## src/rtl/exec_wb_unit.sv

```systemverilog
// Serial execute/write-back stage in front of an 8x8 register file.
// Optional 8-cycle shift-add multiplier for op 7 enabled by EXEC_MUL_EN.
module exec_wb_unit (
  input  logic       Clk,
  input  logic       Rst,
  input  logic       start,
  output logic       ready,
  input  logic [2:0] op,
  input  logic [2:0] rd,
  input  logic [2:0] rs,
  input  logic [2:0] rt,
  output logic [2:0] RX,
  output logic [2:0] RY,
  input  logic [7:0] busX,
  input  logic [7:0] busY,
  output logic       WEN,
  output logic [2:0] RW,
  output logic [7:0] busW,
  output logic       done,
  output logic       ill_op
);

  localparam int unsigned DW = 8;
  localparam int unsigned AW = 3;

  typedef enum logic [1:0] {S_IDLE, S_READ, S_EXEC, S_WB} state_e;

  state_e        state_q, state_d;
  logic [2:0]    op_q, op_d;
  logic [AW-1:0] rd_q, rd_d, rs_q, rs_d, rt_q, rt_d;
  logic [DW-1:0] a_q, a_d, b_q, b_d, res_q, res_d;
  logic [DW-1:0] alu_c;
  logic          ill_c;

  logic          ready_q, ready_d, wen_q, wen_d, done_q, done_d, ill_q, ill_d;
  logic [AW-1:0] rx_q, rx_d, ry_q, ry_d, rw_q, rw_d;
  logic [DW-1:0] busw_q, busw_d;

`ifdef EXEC_MUL_EN
  logic [2:0]    cnt_q, cnt_d;
  logic [DW-1:0] acc_q, acc_d;
  logic          fin_q, fin_d;
  assign ill_c = 1'b0;
`else
  assign ill_c = (op_q == 3'd7);
`endif

  // Single-cycle ALU on the captured operands
  always_comb begin
    alu_c = '0;
    case (op_q)
      3'd0:    alu_c = a_q + b_q;
      3'd1:    alu_c = a_q - b_q;
      3'd2:    alu_c = a_q & b_q;
      3'd3:    alu_c = a_q | b_q;
      3'd4:    alu_c = a_q ^ b_q;
      3'd5:    alu_c = ($signed(a_q) < $signed(b_q)) ? 8'd1 : 8'd0;
      3'd6:    alu_c = a_q << b_q[2:0];
      default: alu_c = '0;
    endcase
  end

  // Next-state logic; outputs are precomputed from the next state so they register cleanly
  always_comb begin
    state_d = state_q;
    op_d    = op_q;
    rd_d    = rd_q;
    rs_d    = rs_q;
    rt_d    = rt_q;
    a_d     = a_q;
    b_d     = b_q;
    res_d   = res_q;
`ifdef EXEC_MUL_EN
    cnt_d   = cnt_q;
    acc_d   = acc_q;
    fin_d   = fin_q;
`endif
    ready_d = 1'b0;
    rx_d    = '0;
    ry_d    = '0;
    wen_d   = 1'b0;
    rw_d    = '0;
    busw_d  = '0;
    done_d  = 1'b0;
    ill_d   = 1'b0;

    case (state_q)
      S_IDLE: begin
        if (start) begin
          op_d    = op;
          rd_d    = rd;
          rs_d    = rs;
          rt_d    = rt;
          state_d = S_READ;
        end
      end
      S_READ: begin
        a_d     = busX;
        b_d     = busY;
`ifdef EXEC_MUL_EN
        cnt_d   = '0;
        acc_d   = '0;
        fin_d   = 1'b0;
`endif
        state_d = S_EXEC;
      end
      S_EXEC: begin
`ifdef EXEC_MUL_EN
        if (op_q == 3'd7) begin
          // Eight accumulate cycles, then one cycle to hand the product to res_q
          if (fin_q) begin
            res_d   = acc_q;
            state_d = S_WB;
          end else begin
            if (b_q[cnt_q]) acc_d = acc_q + (a_q << cnt_q);
            cnt_d = cnt_q + 3'd1;
            if (cnt_q == 3'd7) fin_d = 1'b1;
          end
        end else begin
          res_d   = alu_c;
          state_d = S_WB;
        end
`else
        res_d   = alu_c;
        state_d = S_WB;
`endif
      end
      S_WB: state_d = S_IDLE;
      default: state_d = S_IDLE;
    endcase

    case (state_d)
      S_IDLE: ready_d = 1'b1;
      S_READ: begin
        rx_d = rs_d;
        ry_d = rt_d;
      end
      S_WB: begin
        done_d = 1'b1;
        ill_d  = ill_c;
        rw_d   = rd_q;
        busw_d = res_d;
        wen_d  = (rd_q != '0) && !ill_c;
      end
      default: ;
    endcase
  end

  always_ff @(posedge Clk) begin
    if (Rst) begin
      state_q <= S_IDLE;
      op_q    <= '0;
      rd_q    <= '0;
      rs_q    <= '0;
      rt_q    <= '0;
      a_q     <= '0;
      b_q     <= '0;
      res_q   <= '0;
`ifdef EXEC_MUL_EN
      cnt_q   <= '0;
      acc_q   <= '0;
      fin_q   <= 1'b0;
`endif
      ready_q <= 1'b1;
      rx_q    <= '0;
      ry_q    <= '0;
      wen_q   <= 1'b0;
      rw_q    <= '0;
      busw_q  <= '0;
      done_q  <= 1'b0;
      ill_q   <= 1'b0;
    end else begin
      state_q <= state_d;
      op_q    <= op_d;
      rd_q    <= rd_d;
      rs_q    <= rs_d;
      rt_q    <= rt_d;
      a_q     <= a_d;
      b_q     <= b_d;
      res_q   <= res_d;
`ifdef EXEC_MUL_EN
      cnt_q   <= cnt_d;
      acc_q   <= acc_d;
      fin_q   <= fin_d;
`endif
      ready_q <= ready_d;
      rx_q    <= rx_d;
      ry_q    <= ry_d;
      wen_q   <= wen_d;
      rw_q    <= rw_d;
      busw_q  <= busw_d;
      done_q  <= done_d;
      ill_q   <= ill_d;
    end
  end

  assign ready  = ready_q;
  assign RX     = rx_q;
  assign RY     = ry_q;
  assign WEN    = wen_q;
  assign RW     = rw_q;
  assign busW   = busw_q;
  assign done   = done_q;
  assign ill_op = ill_q;

endmodule

```

## config.mk

```make
export PLATFORM = sky130hd
export DESIGN_NAME = exec_wb_unit
export DESIGN_NICKNAME = d
export VERILOG_FILES = /design/src/rtl/exec_wb_unit.sv
export SDC_FILE = /design/constraint.sdc
export NUM_CORES = 1
export LEC_CHECK = 0
export ABC_CLOCK_PERIOD_IN_PS = 3100
export BUFFER_PORTS_ARGS = -buffer_cell sky130_fd_sc_hd__buf_2
export CORE_ASPECT_RATIO = 1.75
export CORE_MARGIN = 2
export CORE_UTILIZATION = 40
export DETAILED_ROUTE_END_ITERATION = 8
export HOLD_SLACK_MARGIN = 0.08
export PLACE_DENSITY_LB_ADDON = 0.1
export REMOVE_ABC_BUFFERS = 1
export SLEW_MARGIN = 20
export SYNTH_ARGS = -nofsm -noshare
export SYNTH_HDL_FRONTEND = slang
export SYNTH_SLANG_ARGS = --single-unit
```

## constraint.sdc

```tcl
create_clock -name Clk -period 3.1 [get_ports Clk]
set_input_delay 0.93 -clock Clk [delete_from_list [all_inputs] [get_ports Clk]]
set_output_delay 0.93 -clock Clk [all_outputs]
set_load 0.03 [all_outputs]
```

After elaboration in Yosys (flattened, before gate mapping):

Cells that the tools add are included.

* add/sub/neg operators: 2
* order comparisons: 1
* equal/unequal tests: 12
* shifts and indexed selects: 1
* multiplexer cells: 11
* bitwise operators: 5
* reductions and logical operators: 9

Operator list (number)
* 8-bit one-hot mux with 7 select lines: 1
* 3-bit equality test, second input constant: 4
* 3-bit 2-to-1 mux: 4
* 8-bit adder: 1
* 8-bit bitwise AND: 1
* 8-bit < comparator: 1
* 8-bit 2-to-1 mux: 1
* 8-bit bitwise OR: 1
* 2-bit one-hot mux with 4 select lines: 1
* 8-bit by 3-bit << shifter with 8-bit output: 1
* 8-bit subtractor: 1
* 8-bit bitwise XOR: 1
* 2-bit equality test, second input constant: 3
* 3-bit by 2-bit equality test with 1-bit output, second input constant: 2
* 2-bit by 1-bit equality test with 1-bit output, second input constant: 2
* 2-bit logical NOT: 2
* 2-bit OR reduction: 2
* 3-bit by 1-bit equality test with 1-bit output, second input constant: 1
* 3-bit logical NOT: 1
* 1-bit 2-to-1 mux: 3
* 3-bit nonzero test: 1
* 2-bit 2-to-1 mux: 1
* 1-bit inverter: 2
* 2-bit AND reduction: 1
* other kinds (2): 2

* flip-flop bits (word level): 59
* output and inout port bits: 21

Logic depth before layout (Yosys ltp):

Gate-level depths: netlist of run 1.

* word-level depth: 5
* mapped depth: 9
* mapped depth without buffers: 9

Worst setup path after synthesis of run 1:

No wires, ideal clock.

* kind: reg-to-reg
* start point: register b_q[1]
* end point: register busw_q[7] (netlist: busW[7])
* setup time: 124 ps
* data arrival time: 2063 ps
* data required time: 2976 ps
* slack: 913 ps
* cell stages (with the launch flop): 9
* buffers on the path: 1
* cells stage by stage: dfxtp_1 -> buf_2 -> inv_1 -> ha_1 -> or2_1 -> a2111o_1 -> a2bb2oi_1 -> o221a_2 -> o21bai_1

* cells in the longest elaborated chain, start to end: 3

Ends and longest elaborated chain
* start: declaration: line 31 `logic [DW-1:0] a_q, a_d, b_q, b_d, res_q, res_d;`
* start signal: assignment: line 157 `b_q <= '0;`
* start signal: assignment: line 179 `b_q <= b_d;`
* 8-bit subtractor, or another cell as far along: line 53 `3'd1: alu_c = a_q - b_q;`
* 8-bit one-hot mux with 7 select lines *: line 51 `case (op_q)`
* 8-bit 2-to-1 mux *: line 87 `case (state_q)`
* end signal: assignment: line 191 `busw_q <= busw_d;`
* end: declaration: line 37 `logic [DW-1:0] busw_q, busw_d;`

Mark *: on every way between the ends. The rest lies on a longest branch, timed or not.
A chain may end at the register's enable or synchronous reset.

Worst setup path in the final report of run 1:

* start point: register b_q[0]
* end point: register busw_q[6] (netlist: busW[6])

Same word-level chain as after synthesis.

==> impl_metrics.toml, run 1 <==
[sta]
setup_violations = 0
final_hold_viol_count = 0
fmax_mhz = 389.9
fin_ws_ns = 0.5351
period_minus_slack_ns = 2.565
grt_setup_unrepaired = "false"
totalNegativeSetupSlack_ns = 0
worst_pin_slew_ns = 0.9986
slew_viol_final = 0
max_slew_margin_pct = 33.42
skew_ns = 0.003205
post-route-period-util_pct = 82.74

[floorplanning]
core.rowCount = 42
fp.dieW_um = 70.42
initial_utilization_pct = 41.09
die_y_um = 120.2
io-pin-count = 52
core_region_area_mm2 = 0.007515
die_area_mm2 = 0.008467

[power_and_ir_drop]
swShare_pct = 38.62
p_comb_share_pct = 42.0
power.density_mw_per_mm2 = 781.1
p_seq_share_pct = 32.5
vdd_drop_max_v = 0.0004272
intPower_uw = 1717
p_clk_share_pct = 25.6
leakagePower_uw = 0.001536
total_power_uw = 2798
p_switching_uw = 1081

[placement]
post-dp-hpwl_um = 6417
pre_cts_slack_ns = 0.5744
gp_congestion = 0.8681
port_buffers = 51

[cts]
clk_pin_slew_worst_paths_ns = 0.07
cts_hold_buf = 0
htree_levels = 2
cts-buffers-inserted = 5
cts-root-buf = "clkbuf_16"
clock_path_buffers = 2
post_cts_buffers = 0
clk_latency_ns = 0.29
clkSinkCount = 51
cts_resized = 0
cts_tree = "built"

[critical_path]
slowest_delay_ns = 0.64
worstPathRequired_ns = 3.29
slowest_stage = "dfxtp_1"
worstSetupStartpointType = "flop"
crit_chain = "ha_1 > inv_1 > fa_1 > nor2b_1 > o21ai_0 > a31o_2 > a32oi_1 > or2_1"
r2r-end = "busW[6]"
r2r.worst_path.cells = 8
r2r_start = "b_q[0]"
rrSetupSlack_ns = 0.54
worst-setup-path-type = "reg2reg"
arrival_ns = 2.75
endpoint_kind = "flop"
cp_max_fo = 12

[finish]
final_core_util_pct = 47.67
nFillCells = 753
syn_to_final_growth_pct = 16.00
diodes = 0
drive_gt1_share_pct = 19.79
fin_nets = 452

[global_route]
overflow = 0
grt_util_all_layers_pct = 20.07
antenna_found_initial = 0
grt_max_degree = 31
grt_pass1_wl_um = 13110
grt_pass1_vias = 2553

[logic_synthesis]
synth_top_area_share_pct = 33.06
synth_edf_count = 0
synth_seq_area_share_pct = 33.06
synthFlopType = "dfxtp_1"
yosys-top-cells-area = "dfxtp_1, ha_1, mux2i_1"
synth_top_cells_by_count = "dfxtp_1, nor2_1, ha_1, inv_1, mux2i_1"
synth_cell_type_count = 59
syn_inst = 342
async_flop_share_pct = 0
yosysMostFrequentCell = "dfxtp_1"
syn_avg_cell_area_um2 = 9.029
ys_ff_latch = 51
synth_warnings = 0
netlist.top_cell.by_area = "dfxtp_1"
synth_area_mm2 = 0.003088

[outcome]
status = "finished, final reports clean"

[hold_path]
min_to = "rd_q[2]"
hp-class = "reg2reg"
whs_path_depth = 2
min_from = "rd_q[2]"

[detailed_routing]
viasPerCell = 5.459
wl_per_cell_um = 17.34
drc = 0
drt_iter0_drc = 195
ant_nets = 0
dr_total_vias = 2604
first_pass_iters = 4
drt_wl_total_um = 8271

[flow_run]
maxCapViolations = 0
[layout by cell type (no fill, tap or decap), drive strengths merged, types with 3 or more instances in the layout]
cell type and n:
a211oi 4, a21oi 21, a22oi 5, a31oi 4
and2 5, and3 4, buf 56, clkbuf 6
dfxtp 51, ha 31, inv 28, mux2i 25
mux4 5, nand2 24, nand2b 5, nand3 5
nand3b 4, nor2 44, nor2b 6, nor3 5
o21ai 7, or2 3
[layer usage]
layer  wire, um  GRT usage [%]  up-vias  part of all wire, %
met5          0              0        -                    0
met4        314          9.615        0                  3.8
met3        302          2.750       16                  3.7
met2       4597          38.44       69                   56
met1       3056          20.81     1238                   37
li1           -              -     1281                    -
[worst max path at each step]
stage           start  cells past startpoint       to
5_1_grt        b_q[0]                      8  busW[6]
6_report       b_q[0]                      8  busW[6]
3_5_place_dp   b_q[0]                      8  busW[6]
2_1_floorplan  b_q[1]                      7  busW[7]
3_3_place_gp   b_q[0]                      8  busW[6]
4_1_cts        b_q[0]                      8  busW[6]
[flip-flops by register name, indices dropped and copies added (netlist names)]
| register | cells |
|---|---|
| WEN | 1 |
| ready | 1 |
| a_q | 8 |
| state_q | 2 |
| b_q | 8 |
| busW | 8 |
| RW | 3 |
| done | 1 |
| RY | 3 |
| rd_q | 3 |
| rs_q | 3 |
| RX | 3 |
| ill_op | 1 |
| rt_q | 3 |
| op_q | 3 |
[critical path: cells and delay by family (launching register included)]
kind | cells | cell delay, ns
and+or+nand+nor | 2 | 0.39
buffers and inverters | 1 | 0.06
adders and majority gates | 2 | 0.64
DFF | 1 | 0.64
AOI/OAI and AO/OA | 3 | 0.72
[final cells by class]
class	count	area [um2]	area share, %
clock inverters	2	60.06	1.677
well taps	88	110.1	3.074
repair buffers	56	292.8	8.173
clock buffers	6	128.9	3.598
multi-input cells	246	1864	52.04
flip-flops and latches	51	1021	28.50
inverters	28	105.1	2.934
[stage by stage]
step	std cells	cell area, um2	hold WS (ns)
global route	477	3582	0.4925
CTS	477	3582	0.4786
finish	477	3582	0.4756
floorplan	325	2990	0.4384
global placement	469	3393	0.4581
detailed placement	469	3393	0.4689
[cell families after synthesis]
kind of cell / synth area share, %
DFF: 33.06
adders and majority gates: 13.86
and+or+nand+nor: 18.40
muxes: 12.12
xor gates and xnor gates: 0.5674
buffers and inverters: 6.564
AOI/OAI and AO/OA: 15.44
[power groups by stage]
stage	combinational (uW)	clock, uW	sequential, uW
floorplan	764	0	989
global placement	1170	0	921
detailed placement	1180	0	926
CTS	1190	731	911
global route	1310	757	929
finish	1170	715	909
Note: power is estimated with default switching activity, not from simulation.
==> inputs of run 2 (changes only) <==
ABC_CLOCK_PERIOD_IN_PS = 2600   (was 3100)
clock period = 2.6 ns   (was 3.1 ns; I/O delays follow)
==> run 2 against run 1 <==
Setup slack worse by 0.26 ns. Critical path depth up 1. Utilization is 0.12 points higher. First-iteration DRC count fell by 3.6%. Critical endpoint unchanged.
==> impl_metrics.toml, run 2 (synthesis gave the netlist of run 1 again) <==
[global_route]
grt_util_met2_pct = 37.91
grt_pass1_vias = 2612
grt_use_met3_pct = 3.083
use_met1_pct = 20.33
overflow = 0
grt_max_degree = 30
grt_pass1_wl_um = 13070
antenna_found_initial = 0
grt_util_all_layers_pct = 20.03
busiest_layer = "met2"

[floorplanning]
initial_utilization_pct = 41.09
die_y_um = 120.2
core_region_area_mm2 = 0.007515
fp.dieW_um = 70.42
die_area_mm2 = 0.008467
io-pin-count = 52
core.rowCount = 42

[flow_run]
maxCapViolations = 0

[sta]
grt_setup_unrepaired = "false"
setup_violations = 0
totalNegativeSetupSlack_ns = 0
final_hold_viol_count = 0
slew_viol_final = 0
worst_pin_slew_ns = 0.6442
skew_ns = 0.005274
period_minus_slack_ns = 2.321
max_slew_margin_pct = 56.99
fmax_mhz = 430.9
post-route-period-util_pct = 89.25

[finish]
drive_gt1_share_pct = 21.21
diodes = 0
final_area_mm2 = 0.003591
layout_common_cells = "dfxtp_1, buf_2, nor2_1"
stdcell_count = 484
fin_nets = 459
final_core_util_pct = 47.79
syn_to_final_growth_pct = 16.29

[hold_path]
hp-class = "reg2reg"
min_to = "rd_q[1]"
whs_path_depth = 2
min_from = "rd_q[1]"

[cts]
htree_levels = 2
clock_path_buffers = 2
cts_tree = "built"
cts-root-buf = "clkbuf_16"
post_cts_buffers = 0
cts_hold_buf = 0
cts-buffers-inserted = 5
clkSinkCount = 51
clk_pin_slew_worst_paths_ns = 0.07
clk_latency_ns = 0.30
cts_resized = 0

[detailed_routing]
drc = 0
drt_wl_total_um = 8157
wl_per_cell_um = 16.85
ant_nets = 0
dr_total_vias = 2608
drt_iter0_drc = 188
viasPerCell = 5.388
first_pass_iters = 4

[power_and_ir_drop]
leakagePower_uw = 0.001550
power.density_mw_per_mm2 = 884.6
vdd_drop_max_v = 0.0006083

[placement]
post-dp-hpwl_um = 6428
place_area_mm2 = 0.003446
port_buffers = 51
placed_cells = 476
gp_congestion = 0.8657

[critical_path]
r2r_start = "a_q[0]"
worst-setup-path-type = "reg2reg"
arrival_ns = 2.51
worstPathRequired_ns = 2.79
worstSetupStartpointType = "flop"
cp_max_fo = 6
r2r.worst_path.cells = 9
endpoint_kind = "flop"
r2r-end = "busW[6]"
rrSetupSlack_ns = 0.28

[outcome]
status = "finished, final reports clean"
run 2: stage by stage:
step                total power (uW)  setup slack (ns)  hold slack (ns)
finish                          3177            0.2794           0.4695
global route                    3406            0.2174           0.4926
CTS                             3213            0.3215           0.4681
detailed placement              2538            0.3239           0.4584
global placement                2524            0.3899           0.4586
floorplan                       2090            0.3941           0.4384
run 2: area by class of cell:
cell class                 instances  area (um2)
tap                               88       110.1
clock inverter                     2       16.27
inverter                          28       105.1
timing repair buffer              63       345.3
multi-input combinational        246        1864
fill                             755        3924
clock buffer                       6       128.9
sequential                        51        1021
run 2: power by group:
group | internal, uW | switching (uW)
sequential | 934 | 124
clock | 361 | 302
combinational | 584 | 871
run 2: worst max-delay path by stage:
stage	from	to	slack, ns
2_1_floorplan	b_q[1]	busW[7]	0.39
3_3_place_gp	a_q[0]	busW[6]	0.39
3_5_place_dp	a_q[0]	busW[6]	0.32
4_1_cts	a_q[0]	busW[6]	0.32
5_1_grt	a_q[0]	busW[6]	0.22
6_report	a_q[0]	busW[6]	0.28
run 2: critical path, stage by stage (launching register included):
cell	delay [ns]
dfxtp_1	0.36
inv_1	0.10
ha_1	0.16
inv_1	0.05
fa_1	0.40
nor2b_1	0.16
o21ai_0	0.40
a31o_2	0.24
a32oi_1	0.10
or2_1	0.24
run 2: metal layers:
metal | vias up | part of all wire (%)
li1 | 1287 | -
met1 | 1235 | 37
met2 | 69 | 55
met3 | 17 | 3.5
met4 | 0 | 4.1
met5 | - | 0
